### config.mk
export PLATFORM = sky130hd
export DESIGN_NAME = apb_timer_bank
export DESIGN_NICKNAME = d
export VERILOG_FILES = /design/src/rtl/apb_timer_bank.sv
export SDC_FILE = /design/constraint.sdc
export NUM_CORES = 1
export LEC_CHECK = 0
export CAP_MARGIN = 20
export CORE_UTILIZATION = 60
export DETAILED_ROUTE_END_ITERATION = 6
export HOLD_SLACK_MARGIN = 0.02
export PLACE_DENSITY = 0.78
export SLEW_MARGIN = 20
export SYNTH_ARGS = -nofsm -noshare
export SYNTH_HDL_FRONTEND = slang
export SYNTH_SLANG_ARGS = --single-unit
### constraint.sdc
create_clock -name clk -period 4.02 [get_ports clk]
set_clock_uncertainty 0.1 [all_clocks]
set_input_delay 0.804 -clock clk [delete_from_list [all_inputs] [get_ports clk]]
set_output_delay 0.804 -clock clk [all_outputs]
set_load 0.005 [all_outputs]
### src/rtl/apb_timer_bank.sv
// apb_timer_bank
//   NUM_CH independent up-counting timers behind a single zero-wait-state APB
//   slave. Channel c occupies four registers at byte address 4*c:
//     +0 STATUS : [0] START (W1), [1] STOP (W1), [3:2] STATE, [4] RELOAD,
//                 [5] IRQ_EN, [6] DONE (sticky, W1C)
//     +1 GOAL   : compare value (RW)
//     +2 CURR   : current count (RO, writes flag pslverr)
//     +3 PRESC  : prescaler reload, tick every PRESC+1 running cycles (RW)
//
// Ports
//   clk      system / APB clock
//   preset   synchronous active-high reset
//   paddr    register address
//   psel     APB select
//   penable  APB access phase
//   pwrite   1 = write, 0 = read
//   pwdata   write data
//   prdata   read data (combinational, valid in the access phase)
//   pready   transfer complete (always zero wait states)
//   pslverr  transfer error (CURR write or address past the last channel)
//   irq      per-channel level interrupt, DONE & IRQ_EN
module apb_timer_bank #(
  parameter int NUM_CH     = 4,
  parameter int DATA_WIDTH = 8,
  parameter int ADDR_WIDTH = 4
) (
  input  logic                  clk,
  input  logic                  preset,
  input  logic [ADDR_WIDTH-1:0] paddr,
  input  logic                  psel,
  input  logic                  penable,
  input  logic                  pwrite,
  input  logic [DATA_WIDTH-1:0] pwdata,
  output logic [DATA_WIDTH-1:0] prdata,
  output logic                  pready,
  output logic                  pslverr,
  output logic [NUM_CH-1:0]     irq
);

  typedef enum logic [1:0] {
    ST_IDLE     = 2'd0,
    ST_RUNNING  = 2'd1,
    ST_COMPLETE = 2'd2,
    ST_PAUSED   = 2'd3
  } state_e;

  // Widening the address to 32 bits keeps the channel decode legal even when
  // only one channel exists (no zero-width channel field).
  logic [31:0] paddr_ext;
  logic        access;
  logic        addr_oob;
  logic        curr_wr;
  logic        xfer_err;
  logic        wr_en;
  logic [1:0]  reg_off;

  assign paddr_ext = 32'(paddr);
  assign access    = psel & penable;
  assign addr_oob  = (paddr_ext >= 32'(4 * NUM_CH));
  assign reg_off   = paddr_ext[1:0];
  assign curr_wr   = pwrite & (reg_off == 2'd2);
  assign xfer_err  = access & (addr_oob | curr_wr);
  assign wr_en     = access & pwrite & ~xfer_err;

  assign pready  = access;
  assign pslverr = xfer_err & ~preset;

  // STATUS bits above DONE are never stored.
  logic unused_pwdata;
  assign unused_pwdata = ^pwdata[DATA_WIDTH-1:7];

  logic [NUM_CH-1:0]                 ch_sel;
  logic [NUM_CH-1:0][DATA_WIDTH-1:0] ch_rdata;

  generate
    for (genvar gi = 0; gi < NUM_CH; gi++) begin : g_ch
      state_e                state_q, state_d;
      logic [DATA_WIDTH-1:0] goal_q, goal_d;
      logic [DATA_WIDTH-1:0] curr_q, curr_d;
      logic [DATA_WIDTH-1:0] presc_q, presc_d;
      logic [DATA_WIDTH-1:0] psc_q, psc_d;
      logic                  reload_q, reload_d;
      logic                  irq_en_q, irq_en_d;
      logic                  done_q, done_d;
      logic                  wr_status, wr_goal, wr_presc;
      logic                  start_cmd, stop_cmd;
      logic [DATA_WIDTH:0]   curr_inc;
      logic [DATA_WIDTH-1:0] status_rd;

      assign ch_sel[gi] = (paddr_ext[31:2] == 30'(gi));
      assign wr_status  = wr_en & ch_sel[gi] & (reg_off == 2'd0);
      assign wr_goal    = wr_en & ch_sel[gi] & (reg_off == 2'd1);
      assign wr_presc   = wr_en & ch_sel[gi] & (reg_off == 2'd3);
      assign start_cmd  = wr_status & pwdata[0];
      assign stop_cmd   = wr_status & pwdata[1];

      // One extra bit so CURR+1 at the top of the range still compares
      // as >= GOAL instead of wrapping to zero.
      assign curr_inc = {1'b0, curr_q} + (DATA_WIDTH + 1)'(1);

      always_comb begin
        state_d  = state_q;
        goal_d   = goal_q;
        curr_d   = curr_q;
        presc_d  = presc_q;
        psc_d    = psc_q;
        reload_d = reload_q;
        irq_en_d = irq_en_q;
        done_d   = done_q;

        if (wr_goal)  goal_d  = pwdata;
        if (wr_presc) presc_d = pwdata;
        if (wr_status) begin
          reload_d = pwdata[4];
          irq_en_d = pwdata[5];
          if (pwdata[6]) done_d = 1'b0;
        end

        // A STATUS command replaces counting for this cycle; STOP beats START.
        // Any DONE set below overrides a same-cycle W1C above.
        if (stop_cmd) begin
          if (state_q == ST_RUNNING) state_d = ST_PAUSED;
        end else if (start_cmd) begin
          if (state_q == ST_PAUSED) begin
            state_d = ST_RUNNING;
          end else if (goal_q == '0) begin
            curr_d  = '0;
            psc_d   = '0;
            done_d  = 1'b1;
            state_d = ST_COMPLETE;
          end else begin
            curr_d  = '0;
            psc_d   = '0;
            state_d = ST_RUNNING;
          end
        end else if (state_q == ST_RUNNING) begin
          if (psc_q == presc_q) begin
            psc_d = '0;
            if (curr_inc >= {1'b0, goal_q}) begin
              done_d = 1'b1;
              if (reload_q) begin
                curr_d = '0;
              end else begin
                curr_d  = goal_q;
                state_d = ST_COMPLETE;
              end
            end else begin
              curr_d = curr_inc[DATA_WIDTH-1:0];
            end
          end else begin
            psc_d = psc_q + 1'b1;
          end
        end
      end

      always_ff @(posedge clk) begin
        if (preset) begin
          state_q  <= ST_IDLE;
          goal_q   <= '0;
          curr_q   <= '0;
          presc_q  <= '0;
          psc_q    <= '0;
          reload_q <= 1'b0;
          irq_en_q <= 1'b0;
          done_q   <= 1'b0;
        end else begin
          state_q  <= state_d;
          goal_q   <= goal_d;
          curr_q   <= curr_d;
          presc_q  <= presc_d;
          psc_q    <= psc_d;
          reload_q <= reload_d;
          irq_en_q <= irq_en_d;
          done_q   <= done_d;
        end
      end

      always_comb begin
        status_rd      = '0;
        status_rd[6:0] = {done_q, irq_en_q, reload_q, state_q, 2'b00};
      end

      always_comb begin
        case (reg_off)
          2'd0:    ch_rdata[gi] = status_rd;
          2'd1:    ch_rdata[gi] = goal_q;
          2'd2:    ch_rdata[gi] = curr_q;
          default: ch_rdata[gi] = presc_q;
        endcase
      end

      assign irq[gi] = done_q & irq_en_q;
    end
  endgenerate

  logic [DATA_WIDTH-1:0] rd_mux;

  always_comb begin
    rd_mux = '0;
    for (int c = 0; c < NUM_CH; c++) begin
      if (ch_sel[c]) rd_mux = ch_rdata[c];
    end
  end

  assign prdata = (access & ~pwrite & ~addr_oob & ~preset) ? rd_mux : '0;

endmodule

==> run summary, run 1 <==
* result of the run: finished clean
* ordered list of cells on the worst path: buf_2 > mux4_2 > mux4_2 > nor2b_1 > clkdlybuf4s50_1
* number of storage elements in the synthesis netlist: 148
* class of the most critical hold timing path: reg2reg
* reg-to-reg endpoint: g_ch[2].state_q[0]
* Core Rows: 44
* Power per Cell Area: 320 mW/mm2
* Place WS: -0.0559 ns
* number of buffer and inverter stages on the critical path: 2
* total setup buffers inserted after CTS: 0
* via density per instance: 6.39
* layout cell share with drive strength beyond 1: 0.120
* post-route clock period utilization: 0.975
* worst slew pin tran: 1.18 ns
* Initial Util: 0.623
* syn_area_per_cell: 8.61 um2
* via count of the first global-routing pass: 7900
* diode insertion count for antenna repair: 0
* aggregate global routing overflow: 0
* Tot Pwr: 3.34 mW
* H-Tree Level Count: 4
* share of the yosys chip area belonging to registers: 0.322
* worst reg2reg startpoint: g_ch[2].curr_q[0]
* antenna violations before repair: 0
* kind of start point of the critical path: input port
* Horiz. Die Dim: 126 um
* TritonCTS clock tree: yes
* number of standard cells in the layout, taps in and fillers out: 1300
* number of remaining DRC errors: 0
* Clock Tree Buf Depth: 2
* Hold Crit Start: g_ch[2].done_q
* dominant delay contributor by cell family on the critical path: multiplexers
* wire length reported by the detailed router: 26800 um
* hold path depth: 2
* sinks on the clock net: 148
* Largest stage delay, worst path: 0.63 ns
* DIE AREA: 0.0158 mm2
* total count of hold-check failures in the final report: 0
* Final WS setup: 0.102 ns
* CTS clock-pin slew for the worst setup and hold paths: 0.06 ns
* number of cells on the worst reg-to-reg path: 12
* residual antenna-violating net count after detailed routing: 0
* placed standard-cell area: 0.00980 mm2
* Post-synth EDFFs: 0
* total number of vias: 8310
* Most used DFF post-synth: sky130_fd_sc_hd__dfxtp_1
* setup slack of the most critical reg-to-reg path: 0.61 ns
* root buffer cell: sky130_fd_sc_hd__clkbuf_16
* number of distinct library cells after synthesis: 62
* first-pass GRT wire length: 43000 um
* Worst Setup Path Type: in2out
* hold path endpoint: g_ch[2].done_q
* synthesis warning total: 0
* library cell contributing the largest single delay on the critical path: sky130_fd_sc_hd__mux4_2
* buffers added on ports: 30
* GP Congestion: 0.937
* Crit Path Max Fanout: 26
* Detail Placement HPWL: 19500 um
* leakage power summed over all cells: 4.14 nW
* mean routed wirelength per cell: 20.6 um
* CP Data Arrival Time: 3.01 ns
* endpoint class of the critical path: primary output
* maximum resistive drop on vdd: 0.000319 V
* Max Clock Freq: 255 MHz
* max-cap violation count: 0
* total CTS buffers: 17
* setup violators final: 0
* Cells after DPL: 1267
* Min Clock Period, post-route: 3.92 ns
* setup TNS: 0 ns
* top-level I/O count: 31
* Synth-to-Final Area Change: 13.5%
* share of synthesized flip-flops with an asynchronous set or reset: 0
* Max transition margin: 0.206
* Worst-Skew Late Latency: 0.43 ns
* vertical die dimension: 126 um
* number of detailed-routing iterations run before antenna repair: 5
* core footprint: 0.0148 mm2
* pin count of the biggest net entering global routing: 68
* required time of the worst setup path: 3.12 ns
* synthesized instance count: 1067
* total routing resource utilization after global routing: 0.350
* post-synth net total: 1124
* FF+latch area: 0.00296 mm2
* crit-path most repeated cell: sky130_fd_sc_hd__mux4_2
* summed area of non-filler cells in the final layout: 0.0104 mm2
* RSZ-0062 raised after global routing: no
* number of pins exceeding their max-slew limit in the final report: 0
* post-layout net count: 1160
* combined area of the multi-input logic cells: 0.00583 mm2
* starting DRC count in detailed routing: 1131
* Post-Synthesis Cell Area: 0.00919 mm2
* number of fill cells in the layout: 1131
-- layer usage --
metal	wire, um	share of wire	track usage	vias to the layer above
li1	-	-	-	3891
met1	11500	0.43	0.465	3986
met2	12100	0.45	0.559	368
met3	2250	0.084	0.0705	65
met4	972	0.036	0.144	0
met5	0	0	0	-
-- stage by stage --
step           hold slack, ns  utilization
2_1_floorplan           0.342            -
3_3_place_gp            0.376        0.664
3_5_place_dp            0.381        0.664
4_1_cts                 0.384        0.707
5_1_grt                 0.406        0.707
6_report                0.393        0.707
-- synthesized netlist by cell type, drive strengths merged (3+ instances only) --
cell,n,area (um2)
dfxtp,148,2960
a22oi,5,37.5
mux2,10,113
nor3,4,20.0
a22o,5,43.8
nand2b,13,81.3
nor4,22,138
o221ai,3,26.3
and3,18,113
a21oi,41,220
mux4,19,428
and2,7,43.8
or3,6,37.5
a32oi,6,52.6
o31ai,8,60.1
o2bb2ai,6,65.1
xor2,45,394
nand3,33,170
or2,12,75.1
a221oi,12,105
a31oi,5,31.3
buf,16,95.1
a211oi,6,45.0
nor2b,12,75.1
o22ai,4,25.0
nand2,71,267
nand4,30,188
xnor2,33,289
nor2,174,671
inv,39,146
ha,40,500
mux2i,98,981
o21ai,47,235
clkbuf,41,155
o21a,6,45.0
-- worst max path at each step --
stage	end	from	cells past startpoint	slack, ns
5_1_grt	prdata[2]	paddr[0]	6	0.01
3_5_place_dp	prdata[4]	paddr[1]	6	-0.06
2_1_floorplan	g_ch[2].curr_q[0]	g_ch[2].curr_q[0]	12	0.72
3_3_place_gp	prdata[5]	paddr[1]	6	-0.05
4_1_cts	prdata[6]	paddr[0]	5	0.09
6_report	prdata[6]	paddr[0]	5	0.10
-- what timing repair did --
| action | 4_1_cts | 5_1_grt |
|---|---|---|
| hold buffers | 0 | 0 |
| hold endpoints to repair | 0 | 0 |
| resized for setup | 1 | 0 |
| setup endpoints to repair | 2 | 0 |
-- worst min-delay path, stage by stage, from the launching register on --
cell and delay (ns):
sky130_fd_sc_hd__dfxtp_1 0.32, sky130_fd_sc_hd__o21ai_0 0.07, sky130_fd_sc_hd__a21oi_1 0.06
-- layout make-up --
cell class	count	area share
repair buffers	74	0.0632
clock buffers	20	0.0428
clock inverters	12	0.0148
inverters	39	0.0140
well taps	184	0.0221
flip-flops and latches	148	0.284
multi-input cells	823	0.559
-- report_power, final --
| group | internal, mW | switching (mW) |
|---|---|---|
| Combinational | 0.0828 | 0.146 |
| Clock | 0.992 | 0.645 |
| Sequential | 1.47 | 0.00531 |
| Total | 2.55 | 0.796 |
-- state kept, by name, indices dropped and copies added, names as in the netlist --
| name | cells |
|---|---|
| g_ch.psc_q | 32 |
| g_ch.irq_en_q | 4 |
| g_ch.curr_q | 32 |
| g_ch.reload_q | 4 |
| g_ch.state_q | 8 |
| g_ch.presc_q | 32 |
| g_ch.done_q | 4 |
| g_ch.goal_q | 32 |
-- cells in the final DEF (no fill, tap or decap), types with 27 or more instances in the layout --
master                            count
sky130_fd_sc_hd__nor2_1             167
sky130_fd_sc_hd__a21oi_1             39
sky130_fd_sc_hd__clkdlybuf4s50_1     27
sky130_fd_sc_hd__xor2_1              45
sky130_fd_sc_hd__nand3_1             32
sky130_fd_sc_hd__nand2_1             71
sky130_fd_sc_hd__dfxtp_1            148
sky130_fd_sc_hd__xnor2_1             33
sky130_fd_sc_hd__nand4_1             30
sky130_fd_sc_hd__mux2i_1             98
sky130_fd_sc_hd__ha_1                40
sky130_fd_sc_hd__buf_4               43
sky130_fd_sc_hd__o21ai_0             44
sky130_fd_sc_hd__inv_1               39
-- kinds of logic (layout without fill, tap and decap cells) --
logic type	Yosys count	in the layout	synth area share
AO/OA/AOI/OAI	171	171	0.131
XOR/XNOR	78	78	0.0743
adder cells (fa/ha/maj)	40	40	0.0545
buffers and inverters	96	145	0.0432
flip-flops	148	148	0.322
multiplexers	127	127	0.166
AND/OR/NAND/NOR	407	407	0.209
Power figures use the tool's default switching activity.
==> run 2, diff against run 1 <==
Settings changed: PLACE_DENSITY 0.78 to 0.79.
==> run 2 against run 1 <==
Compared with the run above: sequential power barely moved; sequential cell count stayed put; sequential share of layout area increased by 0.14 points; critical path type unchanged; highest routed layer unchanged.
==> run summary, run 2 (synthesis results as in run 1) <==
* top-level I/O count: 31, unchanged
* Core Rows: 44, unchanged
* CP Data Arrival Time: 2.96 ns, was 3.01 ns
* via count of the first global-routing pass: 8092, was 7900
* placed standard-cell area: 0.00981 mm2, was 0.00980 mm2
* Worst Setup Path Type: in2out, unchanged
* class of the most critical hold timing path: reg2reg, unchanged
* setup slack of the most critical reg-to-reg path: 0.32 ns, was 0.61 ns
* worst slew pin tran: 1.11 ns, was 1.18 ns
* Crit Path Max Fanout: 23, was 26
* kind of start point of the critical path: input port, unchanged
* max-cap violation count: 0, unchanged
* setup TNS: 0 ns, unchanged
* aggregate global routing overflow: 0, unchanged
* Initial Util: 0.623, unchanged
* top library cells by usage in the layout, fill and taps aside: sky130_fd_sc_hd__nor2_1 (166), sky130_fd_sc_hd__dfxtp_1 (148), sky130_fd_sc_hd__mux2i_1 (98), was sky130_fd_sc_hd__nor2_1 (167), sky130_fd_sc_hd__dfxtp_1 (148), sky130_fd_sc_hd__mux2i_1 (98)
* Place WS: -0.0654 ns, was -0.0559 ns
* sinks on the clock net: 148, unchanged
* number of fill cells in the layout: 1147, was 1131
* DIE AREA: 0.0158 mm2, unchanged
* commonest non-fill, non-tap cell in the layout: sky130_fd_sc_hd__nor2_1, unchanged
* ordered list of cells on the worst path: buf_2 > mux4_2 > mux4_2 > nor2b_1 > clkdlybuf4s50_1, unchanged
* library cell contributing the largest single delay on the critical path: sky130_fd_sc_hd__mux4_2, unchanged
* Min Clock Period, post-route: 3.86 ns, was 3.92 ns
* Detail Placement HPWL: 19300 um, was 19500 um
* root buffer cell: sky130_fd_sc_hd__clkbuf_16, unchanged
* vertical die dimension: 126 um, unchanged
* antenna violations before repair: 0, unchanged
* setup violators final: 0, unchanged
* RSZ-0062 raised after global routing: no, unchanged
* summed area of non-filler cells in the final layout: 0.0104 mm2, about the same
* GP Congestion: 1.01, was 0.937
* worst reg2reg startpoint: g_ch[2].curr_q[0], unchanged
* Worst-Skew Late Latency: 0.44 ns, was 0.43 ns
* CTS clock-pin slew for the worst setup and hold paths: 0.06 ns, about the same
* leakage power summed over all cells: 4.11 nW, was 4.14 nW
* required time of the worst setup path: 3.12 ns, about the same
* Synth-to-Final Area Change: 12.9%, was 13.5%
* via density per instance: 6.49, was 6.39
* Final WS setup: 0.158 ns, was 0.102 ns
* maximum resistive drop on vdd: 0.000313 V, was 0.000319 V
* endpoint class of the critical path: primary output, unchanged
* hold path depth: 2, unchanged
* Clock Tree Buf Depth: 2, unchanged
* Worst Setup EP: prdata[5], was prdata[6]
* post-route clock period utilization: 0.961, was 0.975
* Max Clock Freq: 259 MHz, was 255 MHz
* starting DRC count in detailed routing: 844, was 1131
* buffers added on ports: 30, unchanged
* residual antenna-violating net count after detailed routing: 0, unchanged
* number of pins exceeding their max-slew limit in the final report: 0, unchanged
* total count of hold-check failures in the final report: 0, unchanged
* timing startpoint of the critical path: paddr[0], unchanged
* number of remaining DRC errors: 0, unchanged
* H-Tree Level Count: 4, unchanged
* crit-path most repeated cell: sky130_fd_sc_hd__mux4_2, unchanged
* Max transition margin: 0.254, was 0.206
* Cells after DPL: 1270, was 1267
* number of cells on the worst reg-to-reg path: 13, was 12
* result of the run: finished clean, unchanged
* diode insertion count for antenna repair: 0, unchanged
* Horiz. Die Dim: 126 um, unchanged
* post-layout net count: 1163, was 1160
* pin count of the biggest net entering global routing: 57, was 68
* layout cell share with drive strength beyond 1: 0.124, was 0.120
* Tot Pwr: 3.22 mW, was 3.34 mW
* core footprint: 0.0148 mm2, unchanged
* number of detailed-routing iterations run before antenna repair: 5, unchanged
* number of standard cells in the layout, taps in and fillers out: 1301, was 1300
* mean routed wirelength per cell: 20.6 um, about the same
* total CTS buffers: 17, unchanged
* Power per Cell Area: 310 mW/mm2, was 320 mW/mm2
* count of hold buffers inserted by post-cts repair: 0, unchanged
* total number of vias: 8441, was 8310
* wire length reported by the detailed router: 26800 um, about the same
* reg-to-reg endpoint: g_ch[2].curr_q[3], was g_ch[2].state_q[0]
* Largest stage delay, worst path: 0.60 ns, was 0.63 ns
* first-pass GRT wire length: 42700 um, was 43000 um
* TritonCTS clock tree: yes, unchanged
* total routing resource utilization after global routing: 0.347, was 0.350
==> run 2: cell types whose count changed in the layout (fill, tap and decap cells not counted), sizes merged <==
cell	previous run	this run
clkbuf	20	19
clkinv	5	4
clkinvlp	3	4
inv	40	41
bufbuf	1	0
buf	45	49
bufinv	3	1
==> run 2: worst max-delay path, delay by kind of cell <==
family                 cells  cell delay, ns
buffers and inverters      2            0.89
and+or+nand+nor            1            0.15
muxes                      2            1.11
==> run 2: where the power goes <==
part	total [mW]	internal [mW]	switching (mW)
clock network	1.52	0.878	0.644
registers	1.48	1.47	0.00549
logic	0.224	0.0792	0.145
total	3.22	2.43	0.795
==> run 2: worst min path at each step <==
| stage | from | endpoint | slack [ns] |
|---|---|---|---|
| after floorplan | g_ch[1].irq_en_q | g_ch[1].irq_en_q | 0.34 |
| after global placement | g_ch[3].irq_en_q | g_ch[3].irq_en_q | 0.37 |
| after detailed placement | g_ch[1].irq_en_q | g_ch[1].irq_en_q | 0.39 |
| after CTS | g_ch[1].irq_en_q | g_ch[1].irq_en_q | 0.39 |
| after global routing | g_ch[1].irq_en_q | g_ch[1].irq_en_q | 0.43 |
| final | g_ch[3].irq_en_q | g_ch[3].irq_en_q | 0.40 |
==> run 2: layout make-up <==
class,instances,area (um2),share of cell area
multi-input cells,823,5830,0.562
clock inverters,11,105,0.0101
flip-flops and latches,148,2960,0.285
well taps,184,230,0.0222
inverters,39,146,0.0141
clock buffers,19,453,0.0436
repair buffers,77,649,0.0626
==> run 2: through the flow <==
step	util	hold slack (ns)
global route	0.704	0.432
global placement	0.665	0.370
floorplan	-	0.342
CTS	0.703	0.394
finish	0.704	0.399
detailed placement	0.665	0.386
==> run 2: metal layers <==
| layer | wire, um | vias up | track usage |
|---|---|---|---|
| li1 | - | 3888 | - |
| met1 | 10900 | 4004 | 0.446 |
| met2 | 11900 | 444 | 0.542 |
| met3 | 2740 | 105 | 0.0854 |
| met4 | 1240 | 0 | 0.181 |
| met5 | 0 | - | 0 |
==> run 2: what timing repair did <==
action                                  in CTS  in global routing
endpoints found under the setup margin       6                  1
setup buffers                                0                  0
cloned                                       1                  0
endpoints found under the hold margin        0                  0
resized for setup                            3                  1
==> run 3, diff against run 2 <==
Settings changed: CAP_MARGIN 20 to default, CORE_UTILIZATION 60 to 56, PLACE_DENSITY 0.79 to 0.78.
Clock period 4.02 ns to 3.3 ns, I/O delays scaled along.
==> run 3 against run 2 <==
Compared with the run above: the flow now finishes with violations (DRC); clock power rose by 26%; final area grew 5.0%; critical path depth grew 3; sequential cell count unchanged; largest power group unchanged; first-iteration DRC count up 0.12%; cell count rose by 6.3%; largest cell class unchanged; sequential share of layout area fell by 1.4 points; power rose by 25%.
==> run summary, run 3 (synthesis results as in run 1) <==
* result of the run: finished, violations left, was finished clean
* violations in the final reports: DRC
* top-level I/O count: 31, unchanged
* Max Clock Freq: 303 MHz
* number of remaining DRC errors: 1, was 0
* total number of vias: 8596, was 8441
* endpoint class of the critical path: primary output, unchanged
* CTS clock-pin slew for the worst setup and hold paths: 0.06 ns, about the same
* Final WS setup: 0.00306 ns, was 0.158 ns
* Synth-to-Final Area Change: 18.6%, was 12.9%
* number of pins exceeding their max-slew limit in the final report: 0, unchanged
* required time of the worst setup path: 2.54 ns, was 3.12 ns
* Initial Util: 0.577, was 0.623
* mean routed wirelength per cell: 20.1 um, was 20.6 um
* worst slew pin tran: 1.05 ns, was 1.11 ns
* DIE AREA: 0.0169 mm2, was 0.0158 mm2
* combined area of the multi-input logic cells: 0.00589 mm2, was 0.00583 mm2
* diode insertion count for antenna repair: 0, unchanged
* Power per Cell Area: 369 mW/mm2, was 310 mW/mm2
* Worst-Skew Late Latency: 0.43 ns, was 0.44 ns
* core footprint: 0.0159 mm2, was 0.0148 mm2
* H-Tree Level Count: 4, unchanged
* layout cell share with drive strength beyond 1: 0.168, was 0.124
* Horiz. Die Dim: 130 um, was 126 um
* total CTS buffers: 17, unchanged
* Detail Placement HPWL: 20000 um, was 19300 um
* kind of start point of the critical path: input port, unchanged
* CP Data Arrival Time: 2.54 ns, was 2.96 ns
* aggregate global routing overflow: 0, unchanged
* number of detailed-routing iterations run before antenna repair: 7, was 5
* pin count of the biggest net entering global routing: 101, was 57
* via density per instance: 6.22, was 6.49
* Place WS: -0.540 ns, was -0.0654 ns
* number of fill cells in the layout: 1272, was 1147
* first-pass GRT wire length: 43600 um, was 42700 um
* TritonCTS clock tree: yes, unchanged
* Worst Setup Path Type: in2out, unchanged
* maximum resistive drop on vdd: 0.000398 V, was 0.000313 V
* Clock Tree Buf Depth: 2, unchanged
* root buffer cell: sky130_fd_sc_hd__clkbuf_16, unchanged
* power share of the clock group: 0.478, was 0.472
* cell internal pwr: 3.02 mW, was 2.43 mW
* Max transition margin: 0.291, was 0.254
* total count of hold-check failures in the final report: 0, unchanged
* total routing resource utilization after global routing: 0.343, was 0.347
* GP Congestion: 0.988, was 1.01
* Switching Share: 0.249, was 0.247
* commonest non-fill, non-tap cell in the layout: sky130_fd_sc_hd__nor2_1, unchanged
* starting DRC count in detailed routing: 845, was 844
* residual antenna-violating net count after detailed routing: 0, unchanged
* top library cells by usage in the layout, fill and taps aside: sky130_fd_sc_hd__nor2_1 (164), sky130_fd_sc_hd__dfxtp_1 (148), sky130_fd_sc_hd__mux2i_1 (98), was sky130_fd_sc_hd__nor2_1 (166), sky130_fd_sc_hd__dfxtp_1 (148), sky130_fd_sc_hd__mux2i_1 (98)
* antenna violations before repair: 0, unchanged
* FF+latch area: 0.00296 mm2, unchanged
* Min Clock Period, post-route: 3.30 ns
* post-layout net count: 1212, was 1163
* setup violators final: 0, unchanged
* net switching power: 1.00 mW, was 795 uW
* Crit Path Max Fanout: 5, was 23
* max-cap violation count: 0, unchanged
* buffers added on ports: 30, unchanged
* post-route clock period utilization: 0.999
* wire length reported by the detailed router: 27800 um, was 26800 um
* relative contribution of combinational cells to total power: 0.075, was 0.070
* via count of the first global-routing pass: 8230, was 8092
* leakage power summed over all cells: 4.47 nW, was 4.11 nW
* Core Rows: 46, was 44
* vertical die dimension: 130 um, was 126 um
* class of the most critical hold timing path: reg2reg, unchanged
* sinks on the clock net: 148, unchanged
* Seq pwr share: 0.447, was 0.458
* Tot Pwr: 4.02 mW, was 3.22 mW
[run 3: power groups by stage]
stage	Clock, mW	Sequential (mW)	Combinational, mW
floorplan	0	1.83	0.161
global placement	0	1.84	0.278
detailed placement	0	1.84	0.280
CTS	1.93	1.80	0.287
global route	2.01	1.80	0.319
finish	1.92	1.80	0.304
[run 3: final cells by class]
cell class	count	share of cell area
clock inverter	11	0.0118
tap	216	0.0248
multi-input combinational	823	0.541
inverter	39	0.0134
clock buffer	20	0.0401
timing repair buffer	126	0.0973
sequential	148	0.272
[run 3: worst max-delay path, cell delays in order]
cell and delay (ns):
sky130_fd_sc_hd__buf_4 0.15, sky130_fd_sc_hd__buf_2 0.16, sky130_fd_sc_hd__buf_4 0.15, sky130_fd_sc_hd__o21ai_0 0.31, sky130_fd_sc_hd__a221oi_2 0.14, sky130_fd_sc_hd__nor4_4 0.33
sky130_fd_sc_hd__buf_4 0.16, sky130_fd_sc_hd__clkdlybuf4s50_1 0.48
[run 3: through the flow]
stage               area (um2)  setup TNS [ns]  hold slack [ns]  utilization  cells
CTS                      10800               0            0.375        0.679   1381
finish                   10900               0            0.378        0.684   1383
global route             10900         -0.0304            0.393        0.684   1383
floorplan                 9190               0            0.342            -   1067
detailed placement       10200           -7.18            0.361        0.640   1348
global placement         10200           -6.93            0.359        0.640   1348
[run 3: final timing paths]
path	cells past startpoint	startpoint	to	slack, ns
hold reg to reg	2	g_ch[1].irq_en_q	g_ch[1].irq_en_q	0.38
setup reg to reg	12	g_ch[3].curr_q[1]	g_ch[3].curr_q[4]	0.18
setup / recovery	8	paddr[1]	prdata[7]	0.003
hold / removal	2	g_ch[1].irq_en_q	g_ch[1].irq_en_q	0.38
[run 3: repair_timing]
| action | in CTS | in global routing |
|---|---|---|
| pin swaps | 1 | 2 |
| gates resized for setup | 18 | 18 |
| cloned | 1 | 0 |
| hold buffers | 0 | 0 |
| setup buffers | 1 | 2 |
| endpoints found under the setup margin | 9 | 8 |
[run 3: layer usage]
| layer | share of wire | up-vias | global-route usage |
|---|---|---|---|
| li1 | - | 3985 | - |
| met1 | 0.42 | 4123 | 0.442 |
| met2 | 0.46 | 400 | 0.538 |
| met3 | 0.084 | 88 | 0.0898 |
| met4 | 0.033 | 0 | 0.155 |
| met5 | 0 | - | 0 |
